[src/rtl/alu_pkg.sv]
// Shared constants and types for the ALU built-in self-test.
// The test vector index maps directly onto {sel, a, b}.
package alu_pkg;

  localparam int DATA_W  = 4;
  localparam int SEL_W   = 2;
  localparam int IDX_W   = 10;
  localparam int NUM_VEC = 1024;
  localparam int ERR_W   = 11;

  localparam logic [SEL_W-1:0] SEL_AND = 2'b00;
  localparam logic [SEL_W-1:0] SEL_OR  = 2'b01;
  localparam logic [SEL_W-1:0] SEL_XOR = 2'b10;
  localparam logic [SEL_W-1:0] SEL_ADD = 2'b11;

  typedef enum logic [1:0] {
    ST_IDLE  = 2'd0,
    ST_RUN   = 2'd1,
    ST_DRAIN = 2'd2,
    ST_DONE  = 2'd3
  } bist_state_e;

  typedef struct packed {
    logic [SEL_W-1:0]  sel;
    logic [DATA_W-1:0] a;
    logic [DATA_W-1:0] b;
  } vec_t;

endpackage

[src/rtl/alu_bist_golden.sv]
// Reference model of the ALU under test: expected result and carry for one vector.
// Logic ops never produce a carry.
module alu_bist_golden
  import alu_pkg::*;
(
  input  logic [DATA_W-1:0] a,
  input  logic [DATA_W-1:0] b,
  input  logic [SEL_W-1:0]  sel,
  output logic [DATA_W-1:0] exp_out,
  output logic              exp_cout
);

  always_comb begin
    exp_out  = '0;
    exp_cout = 1'b0;
    case (sel)
      SEL_AND: exp_out = a & b;
      SEL_OR:  exp_out = a | b;
      SEL_XOR: exp_out = a ^ b;
      SEL_ADD: {exp_cout, exp_out} = {1'b0, a} + {1'b0, b};
      default: exp_out = '0;
    endcase
  end

endmodule

[src/rtl/alu_bist.sv]
// Exhaustive self-test sequencer for a 4-bit, 4-op ALU: walks all 1024 vectors,
// checks each response one cycle later and records error count and first failure.
//
// state    | meaning
// ---------+-------------------------------------------------------------
// ST_IDLE  | after reset, outputs 0, waiting for start
// ST_RUN   | stepping vector index 0..1023 onto a_o/b_o/sel_o
// ST_DRAIN | last vector on the bus, its response checked at end of cycle
// ST_DONE  | results held, last vector held, waiting for a new start
module alu_bist
  import alu_pkg::*;
#(
  parameter int CHECK_CARRY_LOGIC = 1
) (
  input  logic              clk,
  input  logic              rst_n,
  input  logic              start,
  output logic [DATA_W-1:0] a_o,
  output logic [DATA_W-1:0] b_o,
  output logic [SEL_W-1:0]  sel_o,
  input  logic [DATA_W-1:0] alu_out_i,
  input  logic              alu_cout_i,
  output logic              busy,
  output logic              done,
  output logic              pass,
  output logic [ERR_W-1:0]  err_count,
  output logic              first_fail_vld,
  output logic [IDX_W-1:0]  first_fail_vec
);

  bist_state_e       state_q, state_d;
  logic              start_q, start_d;
  logic [IDX_W-1:0]  idx_q, idx_d;
  vec_t              vec_q, vec_d;
  logic              cmp_vld_q, cmp_vld_d;
  logic [ERR_W-1:0]  err_q, err_d;
  logic              ff_vld_q, ff_vld_d;
  logic [IDX_W-1:0]  ff_vec_q, ff_vec_d;

  logic [DATA_W-1:0] exp_out;
  logic              exp_cout;
  logic              chk_carry;
  logic              mismatch;

  alu_bist_golden u_golden (
    .a        (vec_q.a),
    .b        (vec_q.b),
    .sel      (vec_q.sel),
    .exp_out  (exp_out),
    .exp_cout (exp_cout)
  );

  assign chk_carry = (vec_q.sel == SEL_ADD) || (CHECK_CARRY_LOGIC != 0);
  assign mismatch  = (alu_out_i != exp_out) || (chk_carry && (alu_cout_i != exp_cout));

  always_comb begin
    state_d   = state_q;
    idx_d     = idx_q;
    vec_d     = vec_q;
    cmp_vld_d = cmp_vld_q;
    err_d     = err_q;
    ff_vld_d  = ff_vld_q;
    ff_vec_d  = ff_vec_q;
    // start is only registered while idle/done, so pulses during a run vanish
    start_d   = start && ((state_q == ST_IDLE) || (state_q == ST_DONE));

    if (cmp_vld_q && mismatch) begin
      err_d = err_q + 1'b1;
      if (!ff_vld_q) begin
        ff_vld_d = 1'b1;
        ff_vec_d = vec_q;
      end
    end

    case (state_q)
      ST_IDLE, ST_DONE: begin
        if (start_q) begin
          state_d   = ST_RUN;
          idx_d     = '0;
          vec_d     = '0;
          cmp_vld_d = 1'b0;
          err_d     = '0;
          ff_vld_d  = 1'b0;
          ff_vec_d  = '0;
        end
      end
      ST_RUN: begin
        vec_d     = vec_t'(idx_q);
        cmp_vld_d = 1'b1;
        idx_d     = idx_q + 1'b1;
        if (idx_q == IDX_W'(NUM_VEC - 1)) begin
          state_d = ST_DRAIN;
        end
      end
      ST_DRAIN: begin
        cmp_vld_d = 1'b0;
        state_d   = ST_DONE;
      end
      default: begin
        state_d = ST_IDLE;
      end
    endcase
  end

  always_ff @(posedge clk or negedge rst_n) begin
    if (!rst_n) begin
      state_q   <= ST_IDLE;
      start_q   <= 1'b0;
      idx_q     <= '0;
      vec_q     <= '0;
      cmp_vld_q <= 1'b0;
      err_q     <= '0;
      ff_vld_q  <= 1'b0;
      ff_vec_q  <= '0;
    end else begin
      state_q   <= state_d;
      start_q   <= start_d;
      idx_q     <= idx_d;
      vec_q     <= vec_d;
      cmp_vld_q <= cmp_vld_d;
      err_q     <= err_d;
      ff_vld_q  <= ff_vld_d;
      ff_vec_q  <= ff_vec_d;
    end
  end

  assign a_o            = vec_q.a;
  assign b_o            = vec_q.b;
  assign sel_o          = vec_q.sel;
  assign busy           = (state_q == ST_RUN) || (state_q == ST_DRAIN);
  assign done           = (state_q == ST_DONE);
  assign pass           = (state_q == ST_DONE) && (err_q == '0);
  assign err_count      = err_q;
  assign first_fail_vld = ff_vld_q;
  assign first_fail_vec = ff_vec_q;

endmodule
[config.mk]
export PLATFORM = sky130hd
export DESIGN_NAME = alu_bist
export DESIGN_NICKNAME = d
export VERILOG_FILES = /design/src/rtl/alu_pkg.sv /design/src/rtl/alu_bist_golden.sv /design/src/rtl/alu_bist.sv
export SDC_FILE = /design/constraint.sdc
export NUM_CORES = 1
export LEC_CHECK = 0
export CAP_MARGIN = 20
export CORE_UTILIZATION = 35
export CTS_CLUSTER_SIZE = 20
export DETAILED_ROUTE_END_ITERATION = 7
export GPL_ROUTABILITY_DRIVEN = 1
export PLACE_DENSITY = 0.68
export SLEW_MARGIN = 20
export SYNTH_ARGS = -nofsm -noshare
export SYNTH_HDL_FRONTEND = slang
export SYNTH_SLANG_ARGS = --single-unit
[constraint.sdc]
create_clock -name clk -period 3.4 [get_ports clk]
set_input_delay 0.34 -clock clk [delete_from_list [all_inputs] [get_ports clk]]
set_output_delay 0.34 -clock clk [all_outputs]
set_load 0.01 [all_outputs]
==> key figures, run 1 <==
Clock tree
  • CTS buffer count: 5
  • Post-CTS Hold Buffers: 0
  • Post-CTS Setup Repair Bufs: 0
  • Clock latency on the worst-skew pair: roughly 300 ps
  • Cts repair resizes: 0
  • TritonCTS clock tree: built
  • Clock sinks: 46
  • Clock transition at path regs: 80 ps
  • CTS max path bufs: 2
  • CTS Root Cell: clkbuf_8
  • # H-tree levels: 2

Worst setup path
  • Crit end category: flop
  • CP bufs+invs: 0
  • CP top delay family: multiplexers
  • CP max stage delay: 600 ps
  • Crit path launch type: flop
  • Crit-path max FO: 17
  • Total stage count of the critical path: 8
  • CP Cell Sequence: ha_1 > fa_1 > mux4_2 > xnor2_1 > nand3_2 > o31ai_4 > mux2i_1 > nor2_1
  • FF-to-FF path depth: 8
  • WP data arrival: 3130 ps
  • Required time of the critical path: roughly 3600 ps
  • WS Path Type: reg2reg
  • Slowest CP cell: o31ai_4

Routing
  • ANT nets after route: 0
  • DRT Pass-1 Iters: 4
  • WL/cell: 13.8 um
  • Avg Vias per Cell: 5.04
  • Met2 wire len: approximately 2.6 mm
  • Wire length on met3: 200 um
  • DR vias: 1997
  • Top sig layer: met4
  • DRT iter0 DRCs: 89
  • Total wire length: 5.48 mm
  • WL met1: 2.63 mm
  • Drt drc: 0

Final layout
  • Fin util: a little under half
  • Share of cells above drive strength 1: roughly 7.7%
  • Final cell count without fillers: 396
  • Nets: 323
  • Filler instances: 664
  • Register Area: roughly 1200 um^2
  • Synth-to-Final Area Change: 23.2%
  • Multi-input gate area: about 1300 um^2
  • Antenna Cells: 0
  • Final instance area: 3150 um^2

Job
  • # Max-Cap Violations: 0

STA
  • Final Hold Fails: 0
  • Unrepaired setup endpoints after global routing: no
  • Fin worst setup slack: 451 ps
  • Worst-margin pin slew: 645 ps
  • Hold Worst Slack: 29.1 ps
  • Slew HR: about 57%
  • F_max: approximately 340 MHz
  • Fin Clk Skew: 8.67 ps
  • Final setup fails: 0
  • Setup TNS: 0 ps
  • Tcrit/Tclk final: between 80% and 90%
  • Final min period: 2950 ps
  • Max-slew violation count: 0

Placed design
  • Pre-CTS setup slack: 440 ps
  • Placed Area: between 3000 and 4000 um^2
  • Inst Count DP: about 400
  • RePlAce Congestion: 0.799
  • IO Port Bufs: between 40 and 50
  • HPWL after DPL: between 3 and 4 mm

Power and ir drop
  • Power consumption: 1.75 mW
  • VDD IR max: between 0.2 and 0.3 mV
  • Leak pwr: 1.41 nW
  • Power density over the cells: 555 nW/um^2

Synthesis
  • Synthesized instance count: around 260
  • Asr flop ratio synth: 100%
  • Most common cell in the netlist: dfrtp_1
  • Top post-synthesis cells by area: dfrtp_1, ha_1, mux2i_1, a22o_1, nor2_1
  • Synth top area share: between 40 and 50%
  • Post-synthesis sequential area ratio: between 40% and 50%
  • Ys flop type: dfrtp_1
  • Post-Syn Area: between 2000 and 3000 um^2
  • Register bit count reported by yosys: 46
  • Syn nets: 280
  • EDFF count, synth: 0
  • Post-synth top cells: dfrtp_1, nor2_1, nand2_1
  • Yosys cell types: 45
  • Syn_area_per_cell: 9.96 um^2
  • Yosys top cell by area: dfrtp_1
  • Ys Warns: 0

Die
  • Die height: roughly 88 um
  • Initial core utilization: 36.8%
  • Core area: 6940 um^2
  • Die Wd: 87.5 um
  • Ports: 43
  • Row cnt: 30
  • DIE AREA: 7660 um^2

Outcome
  • Status: complete, no violations

GRT
  • Pin count of the biggest net entering global routing: 47
  • Initial antenna violation count: 0
  • First-pass GRT wire length: a little over 9 mm
  • Total grt overflow: 0
  • Vias in the first global route: 1839
  • Total global-route track usage: 15.5%

Worst hold path
  • Worst hold path type: in2async
==> flip-flops by register name, indices dropped and copies added (netlist names), 2 cells and up <==
signal,flops
err_count,11
first_fail_vec,10
a_o,4
state_q,2
b_o,4
idx_q,10
sel_o,2
==> path summary, 6_finish.rpt <==
path,start,slack (ps),end
max in group asynchronous,rst_n,2960,idx_q[9]
min in group clk,idx_q[6],530,idx_q[6]
min reg2reg,idx_q[6],530,idx_q[6]
max,a_o[0],450,err_count[1]
max reg2reg,a_o[0],450,err_count[1]
min,rst_n,30,err_count[10]
==> cells by family (layout without fill, tap and decap cells) <==
family                     Yosys count  count (layout)  share of synthesized area, %
xor gates and xnor gates             7               7                          2.98
DFF                                 46              46                          45.0
adders and majority gates           15              15                          7.63
buffers and inverters               27              70                          4.84
muxes                               13              13                          5.57
AOI/OAI and AO/OA                   61              61                          16.0
and+or+nand+nor                     88              88                          18.0
==> routing by layer <==
metal	GRT usage, %	vias up
li1	-	997
met1	21.9	961
met2	24.4	32
met3	2.65	7
met4	4.92	0
met5	0	-
==> report_power, final <==
group          internal [mW]  switching, mW
clock                  0.138          0.177
combinational          0.315          0.410
sequential             0.622         0.0884
total                   1.08          0.675
==> final cells by class <==
type / instances / share of cell area [%]
sequential: 46 / 36.5
clock inverter: 2 / 0.317
multi-input combinational: 184 / 41.0
clock buffer: 5 / 2.18
inverter: 17 / 2.02
timing repair buffer: 46 / 14.2
tap: 96 / 3.81
==> cell usage in the layout, fill, tap and decap left out, drive strengths merged, types with 3 or more instances in the layout <==
| master | instances |
|---|---|
| xnor2 | 6 |
| a21oi | 14 |
| or4 | 3 |
| and3 | 3 |
| buf | 5 |
| ha | 14 |
| and2 | 5 |
| clkdlybuf4s50 | 41 |
| o31ai | 7 |
| nor3 | 4 |
| nand4 | 3 |
| clkbuf | 5 |
| inv | 17 |
| nor2 | 23 |
| o21ai | 20 |
| a22o | 11 |
| nand2 | 18 |
| or3 | 7 |
| dfrtp | 46 |
| mux2i | 12 |
| nand3 | 11 |
| a211oi | 3 |
| a31oi | 3 |
Power figures use the tool's default switching activity.
==> inputs of run 2 (changes only) <==
Settings changed: ABC_AREA from default to 1, CORE_MARGIN from default to 1, PLACE_DENSITY 0.68 to 0.69.
Clock period 3.4 ns to 2.4 ns, I/O delays scaled along.
==> key figures, run 2 <==
Synthesis
  • Ys Warns: 0
  • Synthesized instance count: between 300 and 400
  • Post-synth top cells: nand2_1, inv_1, dfrtp_1
  • Ys flop type: dfrtp_1
  • Yosys cell types: 32
  • Most common cell in the netlist: nand2_1
  • Post-synthesis sequential area ratio: 41.2%
  • Synth top area share: 41.2%
  • Register bit count reported by yosys: 46
  • Asr flop ratio synth: between 90% and 100%
  • Post-Syn Area: about 2800 um^2
  • Top post-synthesis cells by area: dfrtp_1, nand2_1, inv_1, ha_1, nand3_1
  • EDFF count, synth: 0
  • Syn nets: 395
  • Yosys top cell by area: dfrtp_1
  • Syn_area_per_cell: 7.52 um^2

Final layout
  • Final cell count without fillers: 520
  • Synth-to-Final Area Change: 23.4%
  • Share of cells above drive strength 1: 7.89%
  • Antenna Cells: 0
  • Fin util: 44.6%
  • Nets: between 400 and 500
  • Most common cell after layout, fill and taps aside: nand2_1
  • Final instance area: 3450 um^2
  • Commonest cells after routing, fill and taps aside: nand2_1, inv_1, dfrtp_1
  • Max FFs per register: 11

Placed design
  • IO Port Bufs: 42
  • Placed Area: between 3000 and 4000 um^2
  • Pre-CTS setup slack: 85.6 ps
  • RePlAce Congestion: 0.855
  • HPWL after DPL: approximately 4.8 mm
  • Inst Count DP: 511

STA
  • Max-slew violation count: 0
  • Final min period: 2230 ps
  • Tcrit/Tclk final: between 90 and 100%
  • Final setup fails: 0
  • F_max: 449 MHz
  • Fin Clk Skew: 14.0 ps
  • Final Hold Fails: 0
  • Setup TNS: 0 ps
  • Worst-margin pin slew: 520 ps
  • Slew HR: roughly two thirds
  • Unrepaired setup endpoints after global routing: yes
  • Fin worst setup slack: 174 ps
  • Hold Worst Slack: 429 ps

GRT
  • Pin count of the biggest net entering global routing: 25
  • First-pass GRT wire length: ~11 mm
  • Vias in the first global route: 2450
  • Initial antenna violation count: 0
  • Total grt overflow: 0
  • Total global-route track usage: 16.5%

Die
  • Die height: 91.4 um
  • DIE AREA: 8350 um^2
  • Ports: 43
  • Row cnt: 32
  • Die Wd: a little over 90 um
  • Initial core utilization: between 30% and 40%
  • Core area: 7730 um^2

Worst setup path
  • Crit end category: flop
  • WS Path Type: reg2reg
  • Critical Path Start: a_o[0]
  • Required time of the critical path: 2610 ps
  • Crit path launch type: flop
  • WP data arrival: ~2400 ps
  • Crit-path max FO: 23
  • R2R Path Start: a_o[0]

Clock tree
  • Post-CTS Setup Repair Bufs: 0
  • # H-tree levels: 2
  • Clock latency on the worst-skew pair: 310 ps
  • CTS Root Cell: clkbuf_8
  • TritonCTS clock tree: built
  • Clock sinks: 46
  • CTS buffer count: 5
  • Clock transition at path regs: roughly 100 ps
  • CTS max path bufs: 2

Routing
  • ANT nets after route: 0
  • Drt drc: 0
  • DRT Pass-1 Iters: 5
  • WL/cell: roughly 12 um
  • Total wire length: 6.34 mm
  • DRT iter0 DRCs: 165
  • Avg Vias per Cell: 4.70
  • DR vias: around 2400

Power and ir drop
  • Power density over the cells: 931 nW/um^2
  • Power consumption: 3.21 mW
  • Leak pwr: 1.70 nW
  • VDD IR max: a little over 0.6 mV

Outcome
  • Status: complete, no violations

Job
  • # Max-Cap Violations: 0

Worst hold path
  • Worst hold path type: in2async
[run 2: path summary, 6_finish.rpt]
kind / endpoint / slack (ps) / cells after the start
min in group clk: start_q / 450 / 3
max in group asynchronous: sel_o[0] / 1260 / 3
worst min register to register: state_q[1] / 530 / 2
worst min-delay path: idx_q[7] / 430 / 2
worst max-delay path: err_count[10] / 170 / 13
worst max register to register: err_count[10] / 170 / 13
[run 2: final cells by class]
| type | count | area [um^2] |
|---|---|---|
| fillers | 768 | 4280 |
| repair buffers | 48 | 475 |
| well taps | 102 | 128 |
| clock inverters | 3 | 25.0 |
| multi-input cells | 238 | 1310 |
| inverters | 78 | 293 |
| flip-flops and latches | 46 | 1150 |
| clock buffers | 5 | 68.8 |
[run 2: logic make-up (layout without fill, tap and decap cells)]
kind of cell | count (synthesis) | in the layout | share of synthesized area, %
AO/OA/AOI/OAI | 36 | 36 | 7.20
flip-flops | 46 | 46 | 41.2
AND/OR/NAND/NOR | 180 | 180 | 29.8
XOR/XNOR | 7 | 7 | 2.19
adder cells (fa/ha/maj) | 15 | 15 | 6.98
buffers and inverters | 88 | 134 | 12.7
[run 2: metal layers]
metal  GRT usage [%]  share of wire (%)  vias to the layer above  wire, um
li1                -                  -                     1262         -
met1            20.7                 47                     1102      3010
met2            27.3                 45                       68      2880
met3            3.52                4.7                       13       299
met4            7.01                2.3                        0       148
met5               0                  0                        -         0
[run 2: repair_timing]
action                                 4_1_cts  5_1_grt
endpoints found under the hold margin       22        0
setup endpoints to repair                    0       21
resized for setup                            0        7
hold buffers                                 1        0
[run 2: worst max-delay path, stage by stage (launching register included)]
cell	delay [ps]
dfrtp_1	410
ha_2	210
fa_1	420
a21oi_1	140
o21ai_0	130
nand3b_1	110
nand2_1	60
nor2_2	140
nand3_4	120
buf_12	180
nand3_1	70
nand2_1	50
inv_1	60
nor2_2	40
[run 2: report_power, final]
group / switching, mW / internal [mW]
combinational: 0.918 / 0.663
clock: 0.292 / 0.211
sequential: 0.164 / 0.965
==> inputs of run 3 (changes only) <==
Settings changed: CELL_PAD_IN_SITES_DETAIL_PLACEMENT from default to 0, CELL_PAD_IN_SITES_GLOBAL_PLACEMENT from default to 2, CORE_UTILIZATION 35 to 28, PLACE_DENSITY 0.69 to 0.87.
==> key figures, run 3 (synthesized netlist as in run 2, its figures left out) <==
Clock tree
  • CTS Root Cell: clkbuf_8
  • Clock transition at path regs: roughly 90 ps
  • TritonCTS clock tree: built
  • Clock latency on the worst-skew pair: 300 ps
  • CTS max path bufs: 2
  • CTS buffer count: 5
  • Clock sinks: 46
  • # H-tree levels: 2

Worst setup path
  • WS Path Type: reg2reg
  • Slowest CP cell: fa_2
  • Required time of the critical path: between 2000 and 3000 ps
  • CP Cell Sequence: ha_2 > fa_2 > nand2_2 > nand3_2 > nand3_2 > nand2_2 > nand2_2 > a21oi_2 > nand3_4 > buf_4 > nand4_1 > nand2_1 > nor2_2
  • Crit end category: flop
  • WP data arrival: 2510 ps
  • Crit path launch type: flop
  • Crit-path max FO: 7
  • Cell repeated most along the worst path: nand2_2
  • CP max stage delay: 550 ps

Final layout
  • Max FFs per register: 11
  • Most common cell after layout, fill and taps aside: nand2_1
  • Commonest cells after routing, fill and taps aside: nand2_1, inv_1, dfrtp_1
  • Fin util: about 37%
  • Antenna Cells: 0
  • Share of cells above drive strength 1: 11.2%
  • Final instance area: 3590 um^2
  • Synth-to-Final Area Change: 28.5%
  • Nets: 449

Outcome
  • Status: complete, no violations

Routing
  • DRT Pass-1 Iters: 6
  • Avg Vias per Cell: 4.36
  • Drt drc: 0
  • DR vias: roughly 2400
  • DRT iter0 DRCs: 101
  • Total wire length: ~6.7 mm
  • ANT nets after route: 0
  • WL/cell: around 12 um

STA
  • Final Hold Fails: 0
  • Fin worst setup slack: 126 ps
  • F_max: 440 MHz
  • Hold Worst Slack: about 460 ps
  • Final setup fails: 0
  • Setup TNS: 0 ps
  • Tcrit/Tclk final: 94.8%
  • Final min period: 2270 ps
  • Worst-margin pin slew: ~620 ps
  • Fin Clk Skew: 7.29 ps
  • Slew HR: about three fifths
  • Unrepaired setup endpoints after global routing: yes
  • Max-slew violation count: 0

Power and ir drop
  • Leak pwr: 1.74 nW
  • VDD IR max: around 0.4 mV
  • Power density over the cells: between 900 and 1000 nW/um^2

Placed design
  • HPWL after DPL: ~5.2 mm
  • Pre-CTS setup slack: approximately 64 ps
  • Placed Area: 3390 um^2
  • RePlAce Congestion: 0.885
  • IO Port Bufs: 42

Worst hold path
  • Worst hold path type: in2reg

Die
  • Ports: 43
  • DIE AREA: 10400 um^2
  • Die Wd: 102 um
  • Initial core utilization: between 20% and 30%
  • Die height: 102 um
  • Row cnt: 36
  • Core area: 9730 um^2

Job
  • # Max-Cap Violations: 0

GRT
  • Total global-route track usage: 13.7%
  • Vias in the first global route: 2316
  • First-pass GRT wire length: roughly 11 mm
  • Initial antenna violation count: 0
  • Total grt overflow: 0
  • Pin count of the biggest net entering global routing: 29
[run 3: cell count changes in the layout (fill, tap and decap cells not counted), moves of 2 or more]
cell     before  now
nand2_1      81   78
nand2_2       2    5
buf_4         4   12
buf_6         0    2
[run 3: final timing paths]
path                             from           endpoint  slack, ps  cells after the start
max                            b_o[0]  first_fail_vec[2]        130                     13
max reg2reg                    b_o[0]  first_fail_vec[2]        130                     13
max in group asynchronous       rst_n             a_o[1]       1320                      3
min in group asynchronous       rst_n  first_fail_vec[9]        490                      2
min                             start            start_q        460                      3
min reg2reg                state_q[1]         state_q[1]        530                      2
[run 3: layout make-up]
class | instances | area, um^2
Multi-Input combinational cell | 238 | 1330
Clock inverter | 2 | 37.5
Fill cell | 1053 | 6140
Timing Repair Buffer | 57 | 538
Inverter | 78 | 293
Clock buffer | 6 | 72.6
Tap cell | 133 | 166
Sequential cell | 46 | 1150
[run 3: power breakdown]
group	internal (mW)	total, mW	leakage [nW]	switching, mW
logic	0.704	1.64	1.08	0.932
clock network	0.311	0.575	0.0514	0.264
registers	0.965	1.13	0.614	0.164
total	1.98	3.34	1.74	1.36
[run 3: critical path: cells and delay by family (launching register included)]
family | cells | cell delay [ps]
buf+inv | 1 | 190
compound gates | 1 | 140
fa+ha+maj | 2 | 760
simple gates | 9 | 720
flops | 1 | 390
[run 3: per-layer routing]
metal  vias up  global-route usage (%)  share of wire [%]
li1       1280                       -                  -
met1      1116                    18.7                 47
met2        42                    22.2                 48
met3         5                    2.05                3.8
met4         0                    4.84                1.3
met5         -                       0                  0
[run 3: metrics by stage]
step / std cells / total power [mW]
after floorplan: 372 / 2.12
after global placement: 547 / 2.75
after detailed placement: 547 / 2.77
after CTS: 556 / 3.36
after global routing: 560 / 3.65
final: 560 / 3.34
[run 3: timing repair]
| item | CTS | global route |
|---|---|---|
| setup endpoints to repair | 0 | 22 |
| hold endpoints to repair | 26 | 0 |
| hold buffers | 1 | 0 |
| gates resized for setup | 0 | 14 |
| setup buffers | 0 | 4 |
